[config.mk]
export PLATFORM = sky130hd
export DESIGN_NAME = cnt_sched_flat
export DESIGN_NICKNAME = d
export VERILOG_FILES = /design/src/rtl/cnt_sched_if.sv /design/src/rtl/cnt_sched.sv /design/src/flat_wrapper.sv
export SDC_FILE = /design/constraint.sdc
export NUM_CORES = 1
export LEC_CHECK = 0
export CAP_MARGIN = 25
export CORE_MARGIN = 2
export CORE_UTILIZATION = 46
export CTS_CLUSTER_SIZE = 14
export DETAILED_ROUTE_END_ITERATION = 10
export GPL_TIMING_DRIVEN = 0
export PLACE_DENSITY = 0.88
export SYNTH_ARGS = -nofsm -noshare
export SYNTH_HDL_FRONTEND = slang
export SYNTH_SLANG_ARGS = --single-unit
[constraint.sdc]
create_clock -name sclk -period 2.7 [get_ports sclk]
set_input_delay 0.54 -clock sclk [delete_from_list [all_inputs] [get_ports sclk]]
set_output_delay 0.54 -clock sclk [all_outputs]
set_load 0.005 [all_outputs]
[src/rtl/cnt_sched_if.sv]
// cnt_sched_if: bundles the requester-side signals of the shared-counter scheduler.
//   master : client side (drives req, tc_in, pause; observes grant/done/cnt/cur_id/busy)
//   slave  : scheduler side (the cnt_sched block)
//   req     per-requester level request
//   tc_in   packed terminal counts, requester i at [i*CNT_W +: CNT_W]
//   pause   global hold of the running window
//   grant   one-hot owner of the counter, zero when idle
//   done    one-cycle completion pulse to the owner
//   cnt     shared counter value
//   cur_id  index of the current owner
//   busy    high while a window is running or completing
interface cnt_sched_if #(
  parameter int N_REQ = 4,
  parameter int CNT_W = 10,
  parameter int ID_W  = 2
);
  logic [N_REQ-1:0]       req;
  logic [N_REQ*CNT_W-1:0] tc_in;
  logic                   pause;
  logic [N_REQ-1:0]       grant;
  logic [N_REQ-1:0]       done;
  logic [CNT_W-1:0]       cnt;
  logic [ID_W-1:0]        cur_id;
  logic                   busy;

  modport master (
    output req, tc_in, pause,
    input  grant, done, cnt, cur_id, busy
  );

  modport slave (
    input  req, tc_in, pause,
    output grant, done, cnt, cur_id, busy
  );
endinterface

[src/rtl/cnt_sched.sv]
// cnt_sched: round-robin scheduler sharing one up-counter between N_REQ requesters.
// A granted requester gets the counter for cnt = 0..tc, then a one-cycle done pulse,
// then the block returns to IDLE and re-arbitrates starting after the last owner.
//   sclk   system clock, rising edge
//   rst_n  asynchronous active-low reset
//   bus    cnt_sched_if.slave: req/tc_in/pause in, grant/done/cnt/cur_id/busy out
module cnt_sched #(
  parameter int N_REQ = 4,
  parameter int CNT_W = 10,
  parameter int ID_W  = 2
) (
  input  logic         sclk,
  input  logic         rst_n,
  cnt_sched_if.slave   bus
);

  typedef enum logic [1:0] {
    ST_IDLE = 2'd0,
    ST_RUN  = 2'd1,
    ST_DONE = 2'd2
  } state_t;

  localparam logic [CNT_W-1:0] CNT_ZERO = {CNT_W{1'b0}};
  localparam logic [CNT_W-1:0] CNT_ONE  = {{(CNT_W-1){1'b0}}, 1'b1};
  localparam logic [N_REQ-1:0] REQ_ZERO = {N_REQ{1'b0}};
  localparam logic [ID_W-1:0]  ID_ZERO  = {ID_W{1'b0}};

  state_t           state_r;
  logic [N_REQ-1:0] grant_r;
  logic [N_REQ-1:0] done_r;
  logic [CNT_W-1:0] cnt_r;
  logic [CNT_W-1:0] tc_lat_r;
  logic [ID_W-1:0]  cur_id_r;
  logic [ID_W-1:0]  rr_ptr_r;
  logic             busy_r;

  logic             found_s;
  logic [ID_W-1:0]  winner_s;
  logic [ID_W-1:0]  idx_s;
  logic [CNT_W-1:0] tc_arr_s [N_REQ];

  // Pointer advance with wrap at N_REQ (N_REQ need not be a power of two).
  function automatic logic [ID_W-1:0] next_id(input logic [ID_W-1:0] id);
    if (id == ID_W'(N_REQ - 1)) begin
      next_id = ID_ZERO;
    end else begin
      next_id = id + ID_W'(1);
    end
  endfunction

  function automatic logic [N_REQ-1:0] onehot(input logic [ID_W-1:0] id);
    onehot = {{(N_REQ-1){1'b0}}, 1'b1} << id;
  endfunction

  for (genvar i = 0; i < N_REQ; i++) begin : g_tc
    assign tc_arr_s[i] = bus.tc_in[i*CNT_W +: CNT_W];
  end

  // Round-robin search: first set req at or after rr_ptr_r, wrapping.
  always_comb begin
    found_s  = 1'b0;
    winner_s = ID_ZERO;
    idx_s    = ID_ZERO;
    for (int k = 0; k < N_REQ; k++) begin
      idx_s = ID_W'((int'(rr_ptr_r) + k) % N_REQ);
      if (!found_s && bus.req[idx_s]) begin
        found_s  = 1'b1;
        winner_s = idx_s;
      end else begin
        found_s  = found_s;
      end
    end
  end

  // Scheduler FSM; every output comes straight from a register.
  always_ff @(posedge sclk or negedge rst_n) begin
    if (!rst_n) begin
      state_r  <= ST_IDLE;
      grant_r  <= REQ_ZERO;
      done_r   <= REQ_ZERO;
      cnt_r    <= CNT_ZERO;
      tc_lat_r <= CNT_ZERO;
      cur_id_r <= ID_ZERO;
      rr_ptr_r <= ID_ZERO;
      busy_r   <= 1'b0;
    end else begin
      case (state_r)
        ST_IDLE: begin
          done_r <= REQ_ZERO;
          if (found_s) begin
            // tc is captured only here; later tc_in changes do not affect this window
            tc_lat_r <= tc_arr_s[winner_s];
            grant_r  <= onehot(winner_s);
            cur_id_r <= winner_s;
            cnt_r    <= CNT_ZERO;
            busy_r   <= 1'b1;
            state_r  <= ST_RUN;
          end else begin
            grant_r  <= REQ_ZERO;
            cnt_r    <= CNT_ZERO;
            busy_r   <= 1'b0;
          end
        end
        ST_RUN: begin
          // Abandon outranks both pause and the terminal-count compare.
          if (!bus.req[cur_id_r]) begin
            grant_r  <= REQ_ZERO;
            cnt_r    <= CNT_ZERO;
            busy_r   <= 1'b0;
            rr_ptr_r <= next_id(cur_id_r);
            state_r  <= ST_IDLE;
          end else if (bus.pause) begin
            cnt_r    <= cnt_r;
          end else if (cnt_r == tc_lat_r) begin
            // Compare before increment, so cnt never wraps even at tc = max.
            done_r   <= grant_r;
            state_r  <= ST_DONE;
          end else begin
            cnt_r    <= cnt_r + CNT_ONE;
          end
        end
        ST_DONE: begin
          grant_r  <= REQ_ZERO;
          done_r   <= REQ_ZERO;
          cnt_r    <= CNT_ZERO;
          busy_r   <= 1'b0;
          rr_ptr_r <= next_id(cur_id_r);
          state_r  <= ST_IDLE;
        end
        default: begin
          grant_r  <= REQ_ZERO;
          done_r   <= REQ_ZERO;
          cnt_r    <= CNT_ZERO;
          busy_r   <= 1'b0;
          state_r  <= ST_IDLE;
        end
      endcase
    end
  end

  assign bus.grant  = grant_r;
  assign bus.done   = done_r;
  assign bus.cnt    = cnt_r;
  assign bus.cur_id = cur_id_r;
  assign bus.busy   = busy_r;

endmodule

[src/flat_wrapper.sv]
// flat-port wrapper written by rule: the top's interface ports become plain ports
module cnt_sched_flat 
#(
  parameter int N_REQ = 4,
  parameter int CNT_W = 10,
  parameter int ID_W  = 2
)
  (sclk, rst_n, bus_req, bus_tc_in, bus_pause, bus_grant, bus_done, bus_cnt, bus_cur_id, bus_busy);
  cnt_sched_if #(.N_REQ(N_REQ), .CNT_W(CNT_W), .ID_W(ID_W)) bus_i ();
  input  logic sclk;
  input  logic rst_n;
  input wire logic [$bits(bus_i.req)-1:0] bus_req;
  input wire logic [$bits(bus_i.tc_in)-1:0] bus_tc_in;
  input wire logic [$bits(bus_i.pause)-1:0] bus_pause;
  output wire logic [$bits(bus_i.grant)-1:0] bus_grant;
  output wire logic [$bits(bus_i.done)-1:0] bus_done;
  output wire logic [$bits(bus_i.cnt)-1:0] bus_cnt;
  output wire logic [$bits(bus_i.cur_id)-1:0] bus_cur_id;
  output wire logic [$bits(bus_i.busy)-1:0] bus_busy;
  assign bus_i.req = bus_req;
  assign bus_i.tc_in = bus_tc_in;
  assign bus_i.pause = bus_pause;
  assign bus_grant = bus_i.grant;
  assign bus_done = bus_i.done;
  assign bus_cnt = bus_i.cnt;
  assign bus_cur_id = bus_i.cur_id;
  assign bus_busy = bus_i.busy;
  cnt_sched #(.N_REQ(N_REQ), .CNT_W(CNT_W), .ID_W(ID_W)) u_core (.sclk(sclk), .rst_n(rst_n), .bus(bus_i));
endmodule
* Word level (Yosys, flattened, before mapping) *
Cells that the tools add are included.

word-level totals
  register bits after elaboration = 35
  input port bits = 47

cells by class
  $add $sub $neg = 5
  magnitude comparators = 6
  equal/unequal tests = 12
  shift operators = 1
  mux-type cells = 43
  bitwise logic cells = 1
  reductions and logical operators = 13

operators with widths
  kind                                                                           count
  10-bit 2-to-1 mux                                                              6
  4-bit 2-to-1 mux                                                               6
  10-bit binary-select mux with 2-bit select                                     1
  2-bit 2-to-1 mux                                                               10
  2-bit by 3-bit less-than comparator with 1-bit output (second input constant)  5
  1-bit 2-to-1 mux                                                               11
  10-bit by 1-bit adder with 10-bit output (second input constant)               1
  1-bit binary-select mux with 2-bit select                                      5
  10-bit == test                                                                 1
  3-bit != test (second input constant)                                          3
  2-bit one-hot mux with 2 select lines                                          2
  4-bit one-hot mux with 2 select lines                                          1
  2-bit by 1-bit != test with 1-bit output (second input constant)               3
  2-bit AND reduction                                                            3
  3-bit AND reduction                                                            2
  2-bit by 1-bit adder with 2-bit output (second input constant)                 2
  2-bit adder (second input constant)                                            2
  2-bit == test (second input constant)                                          2
  2-bit != test (second input constant)                                          2
  1-bit by 2-bit << shifter with 4-bit output (first input constant)             1
  3-bit >= comparator (second input constant)                                    1
  1-bit logical AND                                                              3
  1-bit logical NOT                                                              3
  2-bit inverter with 3-bit output                                               1
  4 further kinds                                                                4

* Depth between registers and ports, before layout *
Gate-level depths: netlist (run 1).

  depth in word-level cells = 16
  gate-level depth with buffers = 7
  mapped depth without buffers = 6

* Worst setup path after synthesis (run 1) *
No wires, ideal clock.

  path kind = input-to-reg
  start point = input bus_req[3]
  end point = register u_core.tc_lat_r[0]
  setup time = 0.126 ns
  arrival time = 1.783 ns
  data required time = 2.574 ns
  setup slack = 0.791 ns
  cell stages on the path = 5
  cells stage by stage = mux2i_1 -> o2bb2ai_1 -> nor2_2 -> mux2_2 -> a221o_1

on the way
  longest elaborated chain between the ends = 16

RTL lines
  item                                                    RTL line            RTL
  start, declared                                         flat_wrapper.sv:12  input wire logic [$bits(bus_i.req)-1:0] bus_req;
  1-bit binary-select mux with 2-bit select               cnt_sched.sv:66     if (!found_s && bus.req[idx_s]) begin
  1-bit 2-to-1 mux (implied by the code)                  cnt_sched.sv:66
  1-bit 2-to-1 mux                                        cnt_sched.sv:66
  1-bit logical NOT                                       cnt_sched.sv:66
  1-bit logical AND                                       cnt_sched.sv:66
  1-bit 2-to-1 mux                                        cnt_sched.sv:66
  1-bit logical NOT                                       cnt_sched.sv:66
  1-bit logical AND                                       cnt_sched.sv:66
  1-bit 2-to-1 mux                                        cnt_sched.sv:66
  1-bit logical NOT                                       cnt_sched.sv:66
  1-bit logical AND                                       cnt_sched.sv:66
  2-bit 2-to-1 mux                                        cnt_sched.sv:66
  2-bit inverter with 3-bit output (implied by the code)  cnt_sched.sv:92     tc_lat_r <= tc_arr_s[winner_s];
  10-bit binary-select mux with 2-bit select              cnt_sched.sv:92
  10-bit 2-to-1 mux (implied by the code) (2 in a row)    cnt_sched.sv:92
  end signal, assigned                                    cnt_sched.sv:92
  end, declared                                           cnt_sched.sv:32     logic [CNT_W-1:0] tc_lat_r;

Several ways; a longest one is shown, not always the timed one. The select of a mux whose other input is x is not followed.
A chain may end at the register's enable or synchronous reset.

* Worst setup path in the final report (run 1) *
  start point = input bus_req[3]
  end point = register u_core.tc_lat_r[8]

The elaborated chain is that of the path after synthesis.

==> impl_results.md, run 1 <==
- Highest clock rate: 0.3939 GHz
- N_diodes: 0
- Hold crit path type: primary input to async pin
- Via count: 1937
- CP Capture Type: flop
- PD cells: 818.1 nW/um^2
- Root cell of the clock tree: clkbuf_8
- Initial core utilization: a little under half
- Slew headroom: 46.21%
- Placer Congestion: roughly 0.86
- Final Cycle Share: 94.04%
- Most common cell in the netlist: dfrtp_1
- Switch Pwr: 0.9119 mW
- CTS tree: built
- Synth Cell Area: 2068 um^2
- Synth Flop Type: dfrtp_1
- Clock transition at the registers of the reported paths: 0.07 ns
- Max Buffers Root-to-Sink: 2
- # DRC: 0
- Antenna-violating nets left: 0
- Placed cell count: ~330
- Share of total power in the clock network: between 10% and 20%
- Worst setup margin: about 0.16 ns
- Die Y: 71.06 um
- Filler cell count: 326
- Setup tns final: 0 ns
- Post-layout minimum cycle time: 2.539 ns
- Clk_skew: 0.004960 ns
- Seq pwr share: a little over a third
- Synth top cells by count: 35 x dfrtp_1, 16 x nor2_1, 15 x a21oi_1, 15 x o21ai_0, 12 x nand3_1
- Tot Pwr: 2.372 mW
- Worst skew pair latency: 0.28 ns
- DIE AREA: 5049 um^2
- Syn Nets: approximately 260
- Post-CTS Setup Repair Bufs: 0
- Peak supply drop: ~0.0006 V
- Sw frac: 38.45%
- Worst-margin pin slew: 0.8037 ns
- Startpoint types: primary input
- Yosys warns: 0
- Synth unique cells: between 40 and 50
- WS Path Type: primary input to flop
- Cts hold-fix bufs: 0
- P_leak: 1.269 nW
- WL/cell: 15.99 um
- Synth-to-Final Area Change: 40.17%
- Register area share after synthesis: 42.35%
- Max Fanout on Critical Path: 10
- Pin count of the biggest net entering global routing: 36
- Core Rows: 24
- Share of the synthesized area in the top cell type: 42.35%
- Slew Limit Fails: 0
- Die Span X: slightly above 70 um
- I/O Buffers: 67
- First-pass GRT wire length: roughly 8.9 mm
- Sink Count: 35
- Via density: 5.799
- Final setup fails: 0
- Arr. time, crit path: between 2 and 3 ns
- Pint: 1.460 mW
- Number of global-route vias before repair: 1928
- Async set-or-reset flop fraction in the synthesized netlist: between 90% and 100%
- CTS H-tree depth: 2
- Number of synthesized register bits: 35
- Final-stage net count: 330
- DRT Pass-1 Iters: 4
- Overall global routing resource usage: between 20 and 25%
- DPL Wire Length: 4.063 mm
- Core area: 4354 um^2
- Avg Cell Area, Syn: 9.991 um^2
- Total routed wirelength: 5.342 mm
- Outcome: complete, no violations
- Initial antenna violation count: 0
- DR iter-0 viols: 153
- Synth area leader: dfrtp_1
- Logic pwr share: 46.9%
- Final non-filler cell total: ~330
- WP data required: 2.86 ns
- Mapped Cells: 207
- Post-CTS sizing: 0
- Ranking of synthesized cells by area: dfrtp_1 42%, mux2_2 4.9%, a221o_1 4.8%, xor2_1 4.2%, a21oi_1 3.6%
- Placed Area: 2799 um^2
- TritonCTS Buffers: 5
- # IOs: a little under 70
- Post-synth EDFFs: 0
- Final Hold Viols: 0
- Dpl ws: -0.1335 ns
- Fraction of layout cells with a size suffix above 1: 10.28%
- Maxcap violations: 0
- RSZ-0062 raised after global routing: false
- Final instance area: roughly 2900 um^2
- GRT overflow: 0
state kept, by name (all words and copies together) (netlist names):
signal             count
u_core.bus.cnt        10
u_core.tc_lat_r       10
u_core.bus.done        4
u_core.bus.grant       4
u_core.bus.cur_id      2
u_core.rr_ptr_r        2
u_core.state_r         2
u_core.bus.busy        1
cells by family after synthesis:
family | count (synthesis) | share of synthesized area, %
multiplexers | 18 | 9.982
flip-flops | 35 | 42.35
adder cells (fa/ha/maj) | 2 | 1.210
AO/OA/AOI/OAI | 63 | 21.05
buffers and inverters | 12 | 2.419
XOR/XNOR | 14 | 5.928
AND/OR/NAND/NOR | 63 | 17.06
metrics by stage:
stage / util (%) / hold WS, ns
after detailed placement: 64.28 / 0.4680
after CTS: 66.58 / 0.3568
final: 66.58 / 0.3297
after floorplan: - / 0.2444
after global placement: 64.40 / 0.4621
after global routing: 66.58 / 0.4072
cell type report:
| class | count | area (um^2) | area share (%) |
|---|---|---|---|
| inverter | 3 | 11.26 | 0.3884 |
| tap | 52 | 65.06 | 2.244 |
| multi-input combinational | 160 | 1142 | 39.40 |
| timing repair buffer | 67 | 665.6 | 22.96 |
| clock buffer | 8 | 100.1 | 3.453 |
| sequential | 35 | 875.8 | 30.21 |
| buffer | 9 | 38.79 | 1.338 |
layout by cell type (no fill, tap or decap), types with 3 or more instances in the layout:
cell	synthesis	final
nand4_1	3	3
mux2i_1	6	6
dfrtp_1	35	35
clkbuf_1	4	5
a221o_1	10	10
nor2_1	16	16
a31oi_1	4	4
clkdlybuf4s50_1	0	66
buf_2	4	5
inv_1	3	3
mux2_2	9	9
clkbuf_8	0	7
a21oi_1	15	15
xor2_1	10	10
nand3_1	12	12
o21ai_0	15	15
nand2_1	11	11
xnor2_1	4	4
a21o_1	3	3
nand2b_1	5	5
critical path: stages:
cell and delay, ns:
clkdlybuf4s50_1 0.57, mux2i_1 0.14, o2bb2ai_1 0.20, nor2_2 0.50, mux2_2 0.42, a221o_1 0.33
power by group through the flow:
| stage | logic [mW] | clock network [mW] | registers [mW] |
|---|---|---|---|
| 2_1_floorplan | 0.744 | 0 | 0.810 |
| 3_3_place_gp | 1.07 | 0 | 0.844 |
| 3_5_place_dp | 1.11 | 0 | 0.851 |
| 4_1_cts | 1.11 | 0.417 | 0.845 |
| 5_1_grt | 1.22 | 0.436 | 0.864 |
| 6_report | 1.11 | 0.412 | 0.847 |
routing by layer:
layer | wire length (um) | GRT usage [%] | vias to the layer above
li1 | - | - | 926
met1 | 2309 | 29.67 | 926
met2 | 2647 | 36.14 | 76
met3 | 304 | 4.131 | 9
met4 | 80 | 7.966 | 0
met5 | 0 | 0 | -
worst paths after layout:
kind | endpoint | cells after the start | startpoint | slack [ns]
setup / recovery | u_core.tc_lat_r[8]$_DFFE_PN0P_ | 6 | bus_req[3] | 0.16
hold / removal | u_core.bus.cnt[9]$_DFFE_PN0P_ | 1 | rst_n | 0.33
setup reg to reg | u_core.tc_lat_r[8]$_DFFE_PN0P_ | 5 | u_core.rr_ptr_r[1]$_DFFE_PN0P_ | 0.53
max in group asynchronous | u_core.bus.cnt[2]$_DFFE_PN0P_ | 1 | rst_n | 1.87
min in group sclk | u_core.bus.busy$_DFFE_PN0P_ | 2 | u_core.bus.busy$_DFFE_PN0P_ | 0.48
hold reg to reg | u_core.bus.busy$_DFFE_PN0P_ | 2 | u_core.bus.busy$_DFFE_PN0P_ | 0.48
Power figures use the tool's default switching activity.
==> run 2: changes to the inputs <==
--- a/config.mk
+++ b/config.mk
@@ -11,7 +11,7 @@
 export CTS_CLUSTER_SIZE = 14
 export DETAILED_ROUTE_END_ITERATION = 10
 export GPL_TIMING_DRIVEN = 0
-export PLACE_DENSITY = 0.88
+export PLACE_DENSITY = 0.8
 export SYNTH_ARGS = -nofsm -noshare
 export SYNTH_HDL_FRONTEND = slang
 export SYNTH_SLANG_ARGS = --single-unit
==> run 2 against run 1 <==
Sequential cell count unchanged; fmax up 0.87%; largest cell class unchanged; global-route usage rose by 0.32 points; final cell count unchanged; highest routed layer unchanged; clock power shrank 1%; critical path depth did not move; first-iteration DRC count fell by 5.2%; sequential power fell by 1%; hold slack lost 0.0047 ns; clock skew decreased by 0.0018 ns.
==> impl_results.md, run 2 (synthesis results as in run 1) <==
- WP data required: 2.87 ns
- Core Rows: 24
- Critical-path cell list: clkdlybuf4s50_1 -> mux2i_1 -> o2bb2ai_1 -> nor2_2 -> mux2_2 -> a221o_1
- WHS: 0.3250 ns
- Worst setup margin: 0.1827 ns
- Max Buffers Root-to-Sink: 2
- CP Capture Type: flop
- Post-Route Utilization: around two thirds
- Post-layout minimum cycle time: 2.517 ns
- I/O Buffers: 67
- Die Span X: roughly 71 um
- N_diodes: 0
- Slew headroom: a little over two fifths
- Fraction of layout cells with a size suffix above 1: 10.28%
- WL/cell: approximately 16 um
- Worst skew pair latency: about 0.28 ns
- Placer Congestion: 0.8275
- Post-CTS sizing: 0
- GRT overflow: 0
- Final Cycle Share: 93.23%
- DRT Pass-1 Iters: 4
- # DRC: 0
- P_leak: 1.269 nW
- Peak supply drop: about 0.00050 V
- Commonest non-fill, non-tap cell in the layout: clkdlybuf4s50_1
- Total routed wirelength: 5.267 mm
- Highest Signal Layer: met4
- CTS H-tree depth: 2
- Clock transition at the registers of the reported paths: 0.06 ns
- Dpl ws: -0.09978 ns
- Post-CTS Setup Repair Bufs: 0
- Startpoint types: primary input
- RSZ-0062 raised after global routing: false
- Initial core utilization: 47.50%
- Hold crit path type: primary input to async pin
- Final Hold Viols: 0
- Core area: 4354 um^2
- Root cell of the clock tree: clkbuf_8
- Via count: 1946
- Maxcap violations: 0
- Setup tns final: 0 ns
- Outcome: complete, no violations
- Commonest cells after routing, fill and taps aside: 66 x clkdlybuf4s50_1, 35 x dfrtp_1, 16 x nor2_1, 15 x a21oi_1, 15 x o21ai_0
- DPL Wire Length: approximately 4.0 mm
- Number of global-route vias before repair: 1868
- DIE AREA: 5049 um^2
- Clk_skew: 0.003118 ns
- Initial antenna violation count: 0
- Final setup fails: 0
- Highest clock rate: a little under 0.4 GHz
- Arr. time, crit path: between 2 and 3 ns
- Max Fanout on Critical Path: 10
- Sink Count: 35
- Die Y: 71.06 um
- Synth-to-Final Area Change: 40.17%
- Cts hold-fix bufs: 0
- Routed length on met3: around 380 um
- Via density: 5.826
- M1 WL: 2.208 mm
- Slew Limit Fails: 0
- Final instance area: 2899 um^2
- Antenna-violating nets left: 0
- TritonCTS Buffers: 5
- Worst-margin pin slew: 0.8501 ns
- Final-stage net count: 330
- Worst path slowest cell: clkdlybuf4s50_1
- Max incr delay on CP: between 0.5 and 0.6 ns
- Tot Pwr: 2.358 mW
- DR iter-0 viols: 145
- WS Path Type: primary input to flop
- Pin count of the biggest net entering global routing: 36
- Placed Area: about 2800 um^2
- First-pass GRT wire length: about 8.9 mm
- Placed cell count: 326
- # IOs: 68
- CTS tree: built
- Final non-filler cell total: approximately 330
- Metal2 WL: 2.590 mm
- PD cells: 813.4 nW/um^2
- Overall global routing resource usage: 22.49%
[run 2: final timing paths]
kind                                                startpoint                             end  slack (ns)  depth (start not counted)
max in group asynchronous                                rst_n  u_core.tc_lat_r[3]$_DFFE_PN0P_        1.89                          1
worst min register to register     u_core.bus.busy$_DFFE_PN0P_     u_core.bus.busy$_DFFE_PN0P_        0.48                          2
worst min-delay path                                     rst_n     u_core.bus.busy$_DFFE_PN0P_        0.33                          1
worst max-delay path                                bus_req[3]  u_core.tc_lat_r[2]$_DFFE_PN0P_        0.18                          6
min in group sclk                  u_core.bus.busy$_DFFE_PN0P_     u_core.bus.busy$_DFFE_PN0P_        0.48                          2
worst max register to register  u_core.rr_ptr_r[1]$_DFFE_PN0P_  u_core.tc_lat_r[2]$_DFFE_PN0P_        0.57                          5
[run 2: report_power, final]
part	internal [mW]	switching, mW
logic	0.544	0.568
registers	0.683	0.155
clock network	0.233	0.175
total	1.46	0.899
[run 2: cell type report]
type                       instances  area [um^2]
fill                             363         1455
sequential                        35        875.8
timing repair buffer              67        665.6
inverter                           3        11.26
multi-input combinational        160         1142
clock buffer                       8        100.1
tap                               52        65.06
buffer                             9        38.79
[run 2: routing by layer]
metal	GRT usage [%]	vias to the layer above
met2	35.62	87
met3	5.556	10
met4	7.338	0
li1	-	923
met5	0	-
met1	30.42	926
[run 2: worst max-delay path: cells and delay by family]
kind | cells | cell delay (ns)
AND/OR/NAND/NOR | 1 | 0.50
AO/OA/AOI/OAI | 2 | 0.50
multiplexers | 2 | 0.56
buffers and inverters | 1 | 0.58
==> run 3: changes to the inputs <==
--- a/config.mk
+++ b/config.mk
@@ -5,6 +5,7 @@
 export SDC_FILE = /design/constraint.sdc
 export NUM_CORES = 1
 export LEC_CHECK = 0
+export ABC_CLOCK_PERIOD_IN_PS = 2700
 export CAP_MARGIN = 25
 export CORE_MARGIN = 2
 export CORE_UTILIZATION = 46
==> results of run 3 <==
Final layout, timing and power as in run 2 (identical DEF).
